[config.mk]
export PLATFORM = sky130hd
export DESIGN_NAME = compr_reduce_sched
export DESIGN_NICKNAME = d
export VERILOG_FILES = /design/src/rtl/compr_reduce_sched.sv
export SDC_FILE = /design/constraint.sdc
export NUM_CORES = 1
export LEC_CHECK = 0
export ABC_AREA = 1
export CAP_MARGIN = 20
export CORE_ASPECT_RATIO = 0.75
export CORE_MARGIN = 1.5
export CORE_UTILIZATION = 53
export CTS_BUF_LIST = sky130_fd_sc_hd__clkbuf_8 sky130_fd_sc_hd__clkbuf_16
export CTS_CLUSTER_DIAMETER = 30
export DETAILED_ROUTE_END_ITERATION = 8
export GPL_ROUTABILITY_DRIVEN = 0
export PLACE_DENSITY = 0.84
export SLEW_MARGIN = 10
export SYNTH_ARGS = -nofsm -noshare
export SYNTH_HDL_FRONTEND = slang
export SYNTH_SLANG_ARGS = --single-unit
[constraint.sdc]
create_clock -name i_Clk -period 3.77 [get_ports i_Clk]
set_input_delay 0.754 -clock i_Clk [delete_from_list [all_inputs] [get_ports i_Clk]]
set_output_delay 0.754 -clock i_Clk [all_outputs]
set_load 0.05 [all_outputs]
[src/rtl/compr_reduce_sched.sv]
// Reduces NSEG {status, ID} match segments to one merged segment.
// Uses one shared comparator and folds one segment per cycle.

module compr_datapath #(
    parameter int SEGWID = 10,
    parameter int IDWID  = 8
) (
    input  logic [SEGWID-1:0] a,
    input  logic [SEGWID-1:0] b,
    output logic [SEGWID-1:0] merged
);
    logic             a_valid;
    logic             b_valid;
    logic [IDWID-1:0] a_id;
    logic [IDWID-1:0] b_id;

    assign a_valid = (a[SEGWID-1 -: 2] == 2'b01);
    assign b_valid = (b[SEGWID-1 -: 2] == 2'b01);
    assign a_id    = a[IDWID-1:0];
    assign b_id    = b[IDWID-1:0];

    // Two valid segments that disagree collapse to ID 0 but stay valid.
    always_comb begin
        merged = '0;
        case ({a_valid, b_valid})
            2'b10:   merged = {2'b01, a_id};
            2'b01:   merged = {2'b01, b_id};
            2'b11:   merged = {2'b01, (a_id == b_id) ? a_id : {IDWID{1'b0}}};
            default: merged = '0;
        endcase
    end
endmodule

module compr_reduce_sched #(
    parameter int NSEG   = 8,
    parameter int SEGWID = 10,
    parameter int IDWID  = 8,
    parameter int CNTWID = 4
) (
    input  logic                   i_Clk,
    input  logic                   i_Rst_n,
    input  logic                   i_Valid,
    output logic                   o_Ready,
    input  logic [NSEG*SEGWID-1:0] i_Segments,
    output logic                   o_Valid,
    input  logic                   i_Ready,
    output logic [SEGWID-1:0]      o_Segment_Result,
    output logic                   o_Conflict,
    output logic [CNTWID-1:0]      o_Valid_Cnt,
    output logic [1:0]             o_State
);
    localparam int IDXW = (NSEG > 1) ? $clog2(NSEG) : 1;

    typedef enum logic [1:0] {
        IDLE = 2'd0,
        RUN  = 2'd1,
        DONE = 2'd2
    } state_t;

    state_t                 state;
    logic [NSEG*SEGWID-1:0] segs;
    logic [IDXW-1:0]        idx;
    logic [SEGWID-1:0]      acc;
    logic                   conflict;
    logic [CNTWID-1:0]      cnt;

    logic [SEGWID-1:0]      cur;
    logic [SEGWID-1:0]      merged;
    logic                   cur_valid;
    logic                   acc_valid;

    // The captured vector shifts down, so the segment being folded is always at the bottom.
    assign cur       = segs[SEGWID-1:0];
    assign cur_valid = (cur[SEGWID-1 -: 2] == 2'b01);
    assign acc_valid = (acc[SEGWID-1 -: 2] == 2'b01);

    compr_datapath #(
        .SEGWID (SEGWID),
        .IDWID  (IDWID)
    ) u_cmp (
        .a      (acc),
        .b      (cur),
        .merged (merged)
    );

    always_ff @(posedge i_Clk) begin
        if (!i_Rst_n) begin
            state    <= IDLE;
            segs     <= '0;
            idx      <= '0;
            acc      <= '0;
            conflict <= 1'b0;
            cnt      <= '0;
            o_Ready  <= 1'b1;
            o_Valid  <= 1'b0;
        end else begin
            case (state)
                IDLE: begin
                    if (i_Valid) begin
                        segs     <= i_Segments;
                        idx      <= '0;
                        acc      <= '0;
                        conflict <= 1'b0;
                        cnt      <= '0;
                        o_Ready  <= 1'b0;
                        state    <= RUN;
                    end
                end
                RUN: begin
                    acc      <= merged;
                    conflict <= conflict |
                                (acc_valid & cur_valid & (acc[IDWID-1:0] != cur[IDWID-1:0]));
                    cnt      <= cnt + CNTWID'(cur_valid);
                    segs     <= segs >> SEGWID;
                    idx      <= idx + 1'b1;
                    if (idx == IDXW'(NSEG - 1)) begin
                        o_Valid <= 1'b1;
                        state   <= DONE;
                    end
                end
                DONE: begin
                    if (i_Ready) begin
                        o_Valid <= 1'b0;
                        o_Ready <= 1'b1;
                        state   <= IDLE;
                    end
                end
                default: begin
                    o_Ready <= 1'b1;
                    o_Valid <= 1'b0;
                    state   <= IDLE;
                end
            endcase
        end
    end

    assign o_Segment_Result = acc;
    assign o_Conflict       = conflict;
    assign o_Valid_Cnt      = cnt;
    assign o_State          = state;
endmodule

Word level (Yosys, flattened, before mapping)
Cells that the tools add are included.

storage, ports and cells
  register bits after elaboration = 102
  bits of input ports = 84
  output and inout bits = 19
  word-level logic and storage cells = 59

operators by class
  add/sub/neg operators = 2
  equality and inequality tests = 15
  muxes and demuxes = 21
  bitwise operators = 5
  reductions and logical operators = 7

operator list
  cell                                                             number
  80-bit one-hot mux with 2 select lines                           1
  80-bit two-way mux                                               1
  9-bit one-hot mux with 3 select lines                            1
  10-bit one-hot mux with 2 select lines                           1
  10-bit two-way mux                                               1
  3-bit AND reduction                                              3
  2-bit by 1-bit == test with 1-bit output, second input constant  4
  8-bit == test                                                    1
  8-bit two-way mux                                                1
  2-bit inequality test, second input constant                     4
  8-bit inequality test                                            1
  4-bit one-hot mux with 2 select lines                            1
  2-bit == test, second input constant                             3
  2-bit two-way mux                                                3
  1-bit one-hot mux with 3 select lines                            2
  2-bit one-hot mux with 3 select lines                            1
  3-bit one-hot mux with 2 select lines                            1
  4-bit by 1-bit adder with 4-bit output                           1
  1-bit two-way mux                                                4
  4-bit two-way mux                                                1
  4-bit AND reduction                                              1
  3-bit by 1-bit adder with 3-bit output, second input constant    1
  3-bit == test, second input constant                             1
  3-bit two-way mux                                                1
  other kinds (8)                                                  10

Longest topological paths before layout
  word-level depth = 5
  depth in mapped cells = 11
  mapped depth without buffers = 11

Cells and area by module
A second synthesis with hierarchy kept.

second synthesis, totals
  cell total of the unflattened synthesis = 697
  area total of the unflattened synthesis = 4709.5 µm²

modules (own cells, without submodules)
  module              instances  cells each  area each (µm²)  seq. area each (µm²)
  compr_reduce_sched  1          608         4331.7           2042.0
  compr_datapath      1          89          377.9            0.0

Worst setup path before layout
OpenSTA, ideal clock, no wires.

  path kind = register to register
  start = register state[0] (netlist: o_State[0])
  end = register segs[6]
  setup time = 0.128 ns
  arrival = 1.532 ns
  data required time = 3.642 ns
  path slack = 2.110 ns
  cell stages (with the launch flop) = 8
  buffers on the path = 2
  clock period less this slack = 1.660 ns
  path through = dfxtp_1 -> inv_1 -> nor2_2 -> buf_6 -> nor2_4 -> buf_2 -> a221oi_1 -> nor2_1

on the way
  cells in the longest elaborated chain, start to end = 3
  elaborated cells on any way between the ends = 6
  those cells by class = eq/ne: 2; mux: 1; reduce/logical: 3

ends and longest elaborated chain
  item                                                                                  RTL line  source
  from (decl)                                                                           60        state_t state;
  from (signal assigned)                                                                88        state <= IDLE;
  from (signal assigned)                                                                106       state <= RUN;
  from (signal assigned)                                                                118       state <= DONE;
  2-bit by 1-bit == test with 1-bit output / 2-bit logical NOT (equally long branches)  97        case (state)
  2-bit nonzero test (no source line) / 2-bit inequality test (equally long branches)   -
  2-bit AND reduction (no source line)                                                  -
  to (signal assigned)                                                                  100       segs <= i_Segments;
  to (signal assigned)                                                                  114       segs <= segs >> SEGWID;
  to (decl)                                                                             61        logic [NSEG*SEGWID-1:0] segs;

Several ways; a longest one is shown, not always the timed one.
A chain may end at the register's enable or synchronous reset.

Worst setup path in the final report
  start = register state[0] (netlist: o_State[0])
  end = register acc[4] (netlist: o_Segment_Result[4])

on the way
  cells in the longest elaborated chain, start to end = 3
  elaborated cells on any way between the ends = 8
  those cells by class = eq/ne: 4; mux: 1; reduce/logical: 3

ends and longest elaborated chain
  item                                                                                  RTL line  source
  2-bit by 1-bit == test with 1-bit output / 2-bit logical NOT (equally long branches)  97
  3-bit inequality test (no source line), or another cell as far along                  -
  4-bit AND reduction (no source line)                                                  -
  to (signal assigned)                                                                  110       acc <= merged;
  to (decl)                                                                             63        logic [SEGWID-1:0] acc;

Several ways; a longest one is shown, not always the timed one.

==> qor.yml <==
status:
  outcome: "completed"
min_path:
  whs_path_depth: 2
  whs_endpoint: "o_Valid$_SDFFE_PN0P_"
  min_from: "o_Valid$_SDFFE_PN0P_"
  hold_path.class: "flip-flop to flip-flop"
clock_network:
  cts_tree: "yes"
  post_cts_resized: 0
  cts_buffer_depth: 2
  cts_setup_buffers: 0
  hold_buffers: 0
  clkTransAtPathRegs_ps: 110
  clk_latency_ps: 380
  cts_root_buffer: "clkbuf_8"
  cts.sinks: 101
  cts_buffers: 9
  cts.htree.levels: 3
power_and_ir_drop:
  p_total_mw: 2.26
  p_sw_share_pct: 28.4
  leakage_nw: 2.24
  p_comb_share_pct: 16.5
  sequentialPowerShare_pct: 51.9
  power_density_mw_per_mm2: 409
  p_clk_share_pct: 31.6
  p_sw_uw: 641
  peakVddDrop_uv: 171
  intPower_mw: 1.62
routing:
  vias: 4175
  routed_wl_mm: 10.8
  drtIter0Drc: 355
  ant_nets: 0
  vias_per_cell: 5.34
  firstDrtPassIters: 6
  post_drt_wl_per_cell_um: 13.8
  route.detailed.drc: 0
layout:
  drive_gt1_share_pct: 4.87
  area_delta_synth_final_pct: 26.8
  final_common_cell: "nand2_1"
  layout_common_cells: "nand2_1, dfxtp_1, clkdlybuf4s50_1"
  n_antenna_cell: 0
  utilization_pct: 69.6
  nNetsFinal: 760
sta:
  worst_clock_skew_ps: 14.5
  max_clock_freq_mhz: 408
  finalHoldViolCount: 0
  fin_crit_sh_pct: 65.1
  rsz0062_at_grt: "no"
  max-slew-margin-rel_pct: 46.9
  slew_viol_final: 0
  tns_ps: 0
  finalSetupViolCount: 0
  min_period_ps: 2450
  tightest_slew_ps: 796
die:
  io_pins: 103
  dieWidth_um: 108
  core-area_mm2: 0.00792
  fp.dieH_um: 81.5
  die-area_mm2: 0.00876
  std_cell_rows: 28
  start_util_pct: 54.9
grt:
  grt_max_degree: 84
  grt_overflow_total: 0
  grt_pass1_wl_mm: 17.8
  grt_usage_pct: 25.9
  grt_pass1_vias: 3914
  antenna_found_initial: 0
yosys:
  syn_area_mm2: 0.00435
  syn_nets: 681
  post_synth.cell_area_avg_um2: 7.33
  synth.top_cell.area_share_pct: 46.5
  synth_ff_type: "dfxtp_1"
  yosys_warnings: 0
  yosys.area.top_type: "dfxtp_1"
  synthTopCellsByArea: "dfxtp_1, nand2_1, a21oi_1, inv_1, a31oi_1"
  ys_types: 30
  syn_inst: 593
  synth_edf_count: 0
  yosysSeqAreaShare_pct: 46.5
  ys_ff_latch: 101
  ys_async_sr_fraction_pct: 0
placed_design:
  place_hpwl_mm: 7.19
  io_buffers: 101
critical_path:
  r2r-start: "o_State[0]$_SDFFE_PN0P_"
  cp.required_ps: 4070
  critPathLaunchType: "flip-flop"
  critPathCaptureType: "flip-flop"
  critical_path_arrival_ps: 2760
  critPathKind: "flip-flop to flip-flop"
  reg2regPathDepth: 9
  crit_fanout: 62
  reg2reg_setup_slack_ps: 1320
  worstSetupStartpoint: "o_State[0]$_SDFFE_PN0P_"
  reg2reg_to: "o_Segment_Result[4]$_SDFFE_PN0P_"
flow_run:
  cap_violations: 0
[worst max-delay path by stage]
stage / to / cells after the start
floorplan: segs[6]$_SDFFE_PN0P_ / 7
global route: o_Segment_Result[7]$_SDFFE_PN0P_ / 9
detailed placement: o_Segment_Result[4]$_SDFFE_PN0P_ / 8
CTS: o_Segment_Result[4]$_SDFFE_PN0P_ / 8
finish: o_Segment_Result[4]$_SDFFE_PN0P_ / 9
global placement: segs[57]$_SDFFE_PN0P_ / 8
[cell families after synthesis]
logic type / after synthesis / share of synthesized area, %
xor+xnor: 3 / 0.604
buf+inv: 94 / 10.5
compound gates: 121 / 17.2
flops: 101 / 46.5
fa+ha+maj: 4 / 1.15
simple gates: 269 / 23.9
other cells: 1 / 0.0862
[layer usage]
layer	vias to the layer above	GRT usage, %	wire, um
li1	2066	-	-
met1	1930	33.9	4820
met2	159	41.9	4990
met3	20	7.14	841
met4	0	8.16	138
met5	-	0	0
[synthesized netlist by cell type (all sizes together), types with 2 or more instances]
library cell  number
a21oi             47
a221oi             2
a22oi             21
a31o               2
a31oi             28
buf               29
clkbuf            10
dfxtp            101
ha                 4
inv               55
nand2            239
nand3              7
nor2              22
o211ai             5
o21ai              4
o221ai             3
o22ai              6
xnor2              3
[area by class of cell]
type	count	area [um^2]
Inverter	55	206
Fill cell	658	2400
Clock inverter	7	82.6
Clock buffer	9	124
Sequential cell	101	2020
Multi-Input combinational cell	398	1880
Tap cell	105	131
Timing Repair Buffer	107	1070
[metrics by stage]
| step | instances | worst slack, ps | hold slack (ps) | cell area (um^2) |
|---|---|---|---|---|
| after floorplan | 593 | 2110 | 433 | 4350 |
| after global placement | 765 | 794 | 437 | 5290 |
| after detailed placement | 765 | 732 | 443 | 5290 |
| after CTS | 781 | 1130 | 458 | 5490 |
| after global routing | 782 | 1080 | 487 | 5510 |
| final | 782 | 1320 | 455 | 5510 |
[critical path, stage by stage (launching register included)]
cell and delay [ps]:
dfxtp_1 390, inv_1 100, nor2_4 310, buf_4 580, inv_2 310, nor2_2 180
nand2_1 100, nand2_2 140, nand2_1 80, a21oi_1 150
[sequential cells by signal (all words and copies together) (netlist names)]
| name | flops |
|---|---|
| segs | 80 |
| o_Segment_Result | 9 |
| o_Valid_Cnt | 4 |
| idx | 3 |
| o_State | 2 |
| o_Conflict | 1 |
| o_Ready | 1 |
| o_Valid | 1 |
[power by group through the flow]
| stage | registers, mW | logic [mW] | clock network [mW] |
|---|---|---|---|
| 6_report | 1.17 | 0.372 | 0.713 |
| 5_1_grt | 1.18 | 0.412 | 0.771 |
| 4_1_cts | 1.17 | 0.366 | 0.717 |
| 3_5_place_dp | 1.19 | 0.363 | 0 |
| 3_3_place_gp | 1.19 | 0.354 | 0 |
| 2_1_floorplan | 1.19 | 0.234 | 0 |
Power figures use the tool's default switching activity.
